**src/rtl/anabellek_denetleyici.sv**
```systemverilog
// anabellek_denetleyici: main-memory line-fill controller behind the instruction cache.
// Fetches a 128-bit line as four in-order 32-bit beats over a request/accept,
// data-valid bus and returns it with a one-cycle hazir_o pulse.
// Optional feature: define ANABELLEK_SATIR_TAMPONU_EN to add a single-entry line
// buffer that answers repeat requests for the last filled line without bus traffic.
module anabellek_denetleyici (
  input  logic         clk_i,
  input  logic         rst_i,
  input  logic         istek_i,
  input  logic [31:0]  adres_i,
  input  logic         oku_i,
  output logic         musait_o,
  output logic         hazir_o,
  output logic [127:0] obek_o,
  output logic         bellek_istek_o,
  output logic [31:0]  bellek_adres_o,
  input  logic         bellek_kabul_i,
  input  logic         bellek_veri_gecerli_i,
  input  logic [31:0]  bellek_veri_i
);

  typedef enum logic [1:0] {StBosta, StAdres, StVeri, StTamam} durum_e;

  durum_e         state_q, state_d;
  logic [27:0]    line_q, line_d;
  logic [1:0]     beat_q, beat_d;
  logic [127:0]   obek_q, obek_d;
  logic           musait_q, musait_d;
  logic           hazir_q, hazir_d;
  logic           bellek_istek_q, bellek_istek_d;
  logic           satir_isabet;

  // Line offset bits carry no information for a whole-line fill.
  logic           unused_adres;
  assign unused_adres = ^adres_i[3:0];

`ifdef ANABELLEK_SATIR_TAMPONU_EN
  logic [27:0]    tag_q, tag_d;
  logic           valid_q, valid_d;

  assign satir_isabet = valid_q && (tag_q == adres_i[31:4]);

  // Tag is captured on every TAMAM; on a hit the latched line already equals the tag.
  always_comb begin
    tag_d   = tag_q;
    valid_d = valid_q;
    if (state_q == StTamam) begin
      tag_d   = line_q;
      valid_d = 1'b1;
    end
  end

  // Line buffer tag/valid registers.
  always_ff @(posedge clk_i or posedge rst_i) begin
    if (rst_i) begin
      tag_q   <= '0;
      valid_q <= 1'b0;
    end else begin
      tag_q   <= tag_d;
      valid_q <= valid_d;
    end
  end
`else
  assign satir_isabet = 1'b0;
`endif

  // Next-state, address/beat tracking and line assembly.
  always_comb begin
    state_d = state_q;
    line_d  = line_q;
    beat_d  = beat_q;
    obek_d  = obek_q;
    case (state_q)
      StBosta: begin
        if (istek_i && oku_i) begin
          line_d  = adres_i[31:4];
          beat_d  = 2'd0;
          state_d = satir_isabet ? StTamam : StAdres;
        end
      end
      StAdres: begin
        if (bellek_kabul_i) begin
          state_d = StVeri;
        end
      end
      StVeri: begin
        if (bellek_veri_gecerli_i) begin
          obek_d[{beat_q, 5'd0} +: 32] = bellek_veri_i;
          if (beat_q == 2'd3) begin
            state_d = StTamam;
          end else begin
            beat_d  = beat_q + 2'd1;
            state_d = StAdres;
          end
        end
      end
      StTamam: begin
        state_d = StBosta;
      end
      default: begin
        state_d = StBosta;
      end
    endcase
  end

  // Status outputs are registered images of the next state: no input-to-output paths.
  always_comb begin
    musait_d       = (state_d == StBosta);
    hazir_d        = (state_d == StTamam);
    bellek_istek_d = (state_d == StAdres);
  end

  // State, datapath and output registers.
  always_ff @(posedge clk_i or posedge rst_i) begin
    if (rst_i) begin
      state_q        <= StBosta;
      line_q         <= '0;
      beat_q         <= '0;
      obek_q         <= '0;
      musait_q       <= 1'b1;
      hazir_q        <= 1'b0;
      bellek_istek_q <= 1'b0;
    end else begin
      state_q        <= state_d;
      line_q         <= line_d;
      beat_q         <= beat_d;
      obek_q         <= obek_d;
      musait_q       <= musait_d;
      hazir_q        <= hazir_d;
      bellek_istek_q <= bellek_istek_d;
    end
  end

  assign musait_o       = musait_q;
  assign hazir_o        = hazir_q;
  assign bellek_istek_o = bellek_istek_q;
  assign obek_o         = obek_q;
  assign bellek_adres_o = {line_q, beat_q, 2'b00};

endmodule
```
**config.mk**
```make
export PLATFORM = sky130hd
export DESIGN_NAME = anabellek_denetleyici
export DESIGN_NICKNAME = d
export VERILOG_FILES = /design/src/rtl/anabellek_denetleyici.sv
export SDC_FILE = /design/constraint.sdc
export NUM_CORES = 1
export LEC_CHECK = 0
export BUFFER_PORTS_ARGS = -buffer_cell sky130_fd_sc_hd__buf_2
export CORE_UTILIZATION = 35
export CTS_BUF_LIST = sky130_fd_sc_hd__clkbuf_8 sky130_fd_sc_hd__clkbuf_16
export CTS_CLUSTER_DIAMETER = 30
export CTS_CLUSTER_SIZE = 40
export DETAILED_ROUTE_END_ITERATION = 6
export SLEW_MARGIN = 10
export SYNTH_ARGS = -nofsm -noshare
export SYNTH_HDL_FRONTEND = slang
export SYNTH_SLANG_ARGS = --single-unit
export TNS_END_PERCENT = 30
```
**constraint.sdc**
```tcl
create_clock -name clk_i -period 5.7 [get_ports clk_i]
set_input_delay 0.285 -clock clk_i [delete_from_list [all_inputs] [get_ports clk_i]]
set_output_delay 0.285 -clock clk_i [all_outputs]
set_load 0.03 [all_outputs]
```
# Word level (Yosys, flattened, before mapping)
# Index checks and enable logic that the tools add are counted.
# W data, S select, Z words.
[totals]
reg_bits = 163
latchBits = 0
ram_bits = 0
mem_bits_ro = 0
input_bits = 70
word_cells = 37
memories = 0
[op_classes]
n_addsub = 2
n_mul = 0
n_div = 0
n_lt_le_gt_ge = 0
eq_ne = 9
n_shift = 2
muxes = 10
bitwise = 0
reduce_logical = 7
[ops]
columns = ["cell", "n"]
rows = [
  ["$bwmux W128", 1],
  ["$shift A32 B9 Y128 const A", 1],
  ["$shiftx A32 B9 Y128", 1],
  ["$mux W2", 7],
  ["$neg A7 Y9", 1],
  ["$eq A2 B2 Y1 const B", 4],
  ["$pmux W2 S4", 1],
  ["$ne A2 B2 Y1 const B", 3],
  ["$eq A2 B1 Y1 const B", 2],
  ["$logic_not A2 Y1", 2],
  ["$pmux W2 S2", 1],
  ["$reduce_and A2 Y1", 2],
  ["$reduce_and A4 Y1", 1],
  ["$add A2 B1 Y2 const B", 1],
  ["$reduce_bool A2 Y1", 1],
  ["$logic_and A1 B1 Y1", 1],
]

# Depth between registers and ports, before layout
[logic_depth]
word_depth = 5
depth_mapped = 6
ltp_nobuf = 5

# Worst setup path before layout
# No wires, ideal clock.
[synth_path]
path_type = "reg-to-reg"
from = "reg beat_q[0]"
to = "reg obek_q[64] (netlist: obek_o[64])"
t_arrival_ns = 2.061
path_slack_ns = 3.572
path_stages_with_launch = 7
period_less_slack_ns = 2.128
path_cell_list = "dfrtp_1 -> inv_1 -> ha_1 -> nand2b_1 -> nor4_4 -> buf_4 -> a22o_1"
[synth_via]
elab_chain_cells = 3
elab_cells_between_ends = 4
[synth_rtl]
columns = ["item", "line", "source"]
rows = [
  ["start: declaration", "26", "logic [1:0] beat_q, beat_d;"],
  ["start signal: assignment", "126", "beat_q <= beat_d;"],
  ["$neg A7 Y9 (*)", "88", "obek_d[{beat_q, 5'd0} +: 32] = bellek_veri_i;"],
  ["$shiftx A32 B9 Y128 or $shift A32 B9 Y128 (tied branches)", "88", ""],
  ["$bwmux W128 (*)", "88", ""],
  ["end signal: assignment", "127", "obek_q <= obek_d;"],
  ["end: declaration", "27", "logic [127:0] obek_q, obek_d;"],
]
# Every way passes the cells marked *; elsewhere a longest branch is shown, timed or not.
# A chain may end at the register's enable or synchronous reset.

# Worst setup path in the final report
[layout_path]
from = "reg beat_q[0]"
to = "reg obek_q[33] (netlist: obek_o[33])"
# The elaborated chain is that of the path after synthesis.

==> summary.md <==
* **status** finished with violations
* **violated checks** negative hold slack
* **Chip Height** 134 um
* **sum of negative setup slack** 0 ns
* **cell types occupying the most area after synthesis** dfrtp_1 66%, a22o_1 18%, mux2_2 5.2%
* **HP Class** input port to asynchronous set/reset pin
* **Crit Path Class** flop to flop
* **combinational family with the most area after synthesis** compound AO/OA/AOI/OAI gates
* **number of iterations in the first detailed-routing pass** 4
* **post-synthesis simple-gate area fraction** 0.0398
* **Max Clock Freq** 348 MHz
* **Hold Buf Count CTS** 0
* **clock tree from TritonCTS** done
* **count of synthesis-stage warnings from yosys** 0
* **half-perimeter wire length after detailed placement** 10,900 um
* **final hold slack** -0.00481 ns
* **MaxCap Viol Count** 0
* **# H-tree levels** 4
* **global router's overall resource usage** 0.189
* **Post-Route Skew** 0.0108 ns
* **gp weighted congestion** 0.788
* **clock tree buffer depth** 2
* **clock buffer count from CTS** 17
* **length in cells of the worst reg-to-reg path** 5
* **number of flops mapped to enable cells by yosys** 0
* **sum of routed wire length over all layers** 16,600 um
* **worst setup timing slack at the placement stage** 2.78 ns
* **GRT Residual Overflow** 0
* **via count of the first global-routing pass** 4,504
* **endpoint required time on the critical path** 6.05 ns
* **Worst Max-Slew Pin Slew** 0.936 ns
* **growth of design area from synthesis to finish** 31.5%
* **leakage power of the design** 4.39 nW
* **CTS Sinks** 163
* **setup repair after global routing missed its margin** false
* **Hold Fails Final Rpt** 2
* **number of library cell types mapped by synthesis** 31
* **Die ar.** 18,000 um^2
* **number of vias per cell after detailed routing** 5.25
* **CP Max Fanout** 34
* **average routed wire per standard cell** 19.5 um
* **Post-CTS Setup Bufs** 0
* **total power divided by cell area** 489 nW/um^2
* **shortest clock period the worst path allows after layout** 2.87 ns
* **proportion of synthesized chip area in sequential cells** 0.669
* **Peak VDD IR** 254 uV
* **fraction of post-synthesis cell area in the top cell type by area** 0.664
* **arrival time at the worst endpoint** 3.22 ns
* **r2r startpoint** beat_q[0]
* **clock transition at the registers of the reported paths** 0.06 ns
* **dominant cell by count in the synthesized netlist** dfrtp_1
* **initial antenna violation count** 1
* **I/O pin cnt** 233
* **share of layout cells above drive strength 1** 0.476
* **drt first-iter violations** 184
* **post-synthesis cell area** 6100 um^2
* **area of the core** 16,800 um^2
* **wire length of the first global-routing pass** 25,800 um
* **Worst setup SP type** flop
* **share of synthesized registers carrying an async set or reset** 1.00
* **top cells by count, synth** 162 x dfrtp_1, 128 x a22o_1, 28 x mux2_2, 9 x clkbuf_1
* **complex-gate fraction of the synthesized area** 0.190
* **adder and majority cell fraction of the synthesized area** 0.0103
* **detailed-route via count** 4,469
* **number of cells produced by synthesis** 393
* **count of nets left with antenna violations after detail routing** 0
* **Crit. Startpoint** beat_q[0]
* **maximum number of pins on one net before global-route repair** 89
* **setup slack of the most critical reg-to-reg path** 2.83 ns
* **synthesized area per cell** 15.5 um^2
* **relative max-transition margin** 0.374
* **top cell type by total area after synthesis** dfrtp_1
* **Tcrit/Tclk final** 0.504
* **Final #Nets** 692
* **Clk Latency, worst-skew pair** 0.42 ns
* **share of the synthesized netlist area taken by xor and xnor gates** 0
* **number of pins exceeding their max-slew limit in the final report** 0
* **flops & latches, synth** 163
* **most used flip-flop cell after synthesis** dfrtp_1
* **Site Rows** 47
* **Clock Root Buffer** clkbuf_16
* **Setup WS post-layout** 2.83 ns
* **Port Buf Inserts** 226
* **multiplexer fraction of the synthesized cell area** 0.0533
* **endpoint type of the worst setup path** flop
* **number of gates resized after CTS** 0
* **DRC errors left** 0
* **r2r endpoint** obek_o[33]
* **final setup violation count** 0
* **width of the die** 134 um
* **power after layout** 3.93 mW
* **Starting Density** 0.363
critical path: stages (launching register included):
cell	delay (ns)
dfrtp_1	0.60
ha_1	0.27
nand4b_4	0.56
nor3_4	0.83
buf_4	0.36
a22o_1	0.16
area by class of cell:
type                    count  area (um^2)
clock inverters            14          198
flip-flops and latches    163         4080
inverters                   7         31.3
repair buffers            234         1190
diodes                      1         2.50
well taps                 220          275
fillers                  1551         8800
multi-input cells         194         1800
clock buffers              18          439
placed cells by master (no fill, tap or decap):
master / netlist / layout
clkinv_2: 0 / 1
nor4_4: 2 / 2
buf_2: 8 / 226
bufinv_16: 0 / 5
mux2i_1: 1 / 1
clkinvlp_4: 0 / 2
o31ai_1: 1 / 1
nor2b_1: 3 / 3
a22o_1: 128 / 128
inv_1: 7 / 11
nand2b_4: 1 / 1
nand2b_1: 2 / 2
a21oi_1: 2 / 2
conb_1: 1 / 2
nand4bb_1: 1 / 1
dfstp_2: 1 / 1
nor3_4: 1 / 1
nand2_1: 3 / 3
clkbuf_8: 0 / 1
nor3_1: 2 / 2
mux2_2: 28 / 28
and4bb_1: 1 / 1
nand4b_4: 2 / 2
dfrtp_1: 162 / 162
nor2_1: 2 / 1
a32o_1: 1 / 1
diode_2: 0 / 1
o21ai_0: 2 / 2
buf_4: 5 / 8
nand4b_1: 1 / 1
inv_6: 0 / 1
clkinv_4: 0 / 1
nand4b_2: 1 / 1
nor2_4: 0 / 1
clkbuf_16: 0 / 17
ha_1: 5 / 5
nor3_2: 1 / 1
nand3_1: 1 / 1
flip-flops by register name (all words and copies together), names as in the netlist:
| name | cells |
|---|---|
| bellek_istek_o | 1 |
| line_q | 28 |
| state_q | 2 |
| musait_o | 1 |
| hazir_o | 1 |
| beat_q | 2 |
| obek_o | 128 |
through the flow:
step | instances | utilization | instance area [um^2] | hold WS (ns)
final | 851 | 0.477 | 8020 | -0.00481
after global routing | 851 | 0.477 | 8020 | 0.0517
after CTS | 850 | 0.477 | 8020 | 0.0457
after detailed placement | 818 | 0.439 | 7380 | 0.485
after global placement | 818 | 0.439 | 7380 | 0.478
after floorplan | 394 | - | 6100 | 0.400
worst max path at each step:
stage | end | slack [ns]
after floorplan | beat_q[0] | 1.01
after global placement | obek_o[37] | 2.86
after detailed placement | obek_o[33] | 2.78
after CTS | obek_o[48] | 2.76
after global routing | obek_o[36] | 2.63
final | obek_o[33] | 2.83
cell families (layout without fill, tap and decap cells):
group	after synthesis	after routing
muxes	29	29
other	1	3
AOI/OAI and AO/OA	134	134
adders and majority gates	5	5
and+or+nand+nor	24	24
buffers and inverters	37	273
DFF	163	163
where the power goes:
part	total, mW	internal [mW]	switching, mW
Sequential	1.54	1.39	0.143
Clock	1.23	0.781	0.448
Combinational	1.16	0.399	0.761
layer usage:
layer | part of all wire | wire (um) | GRT usage
met3 | 0.057 | 950 | 0.0446
met1 | 0.44 | 7260 | 0.252
met5 | 0 | 0 | 0
met4 | 0.018 | 306 | 0.0730
met2 | 0.49 | 8070 | 0.301
No activity file was read; power rests on OpenSTA's default activity.
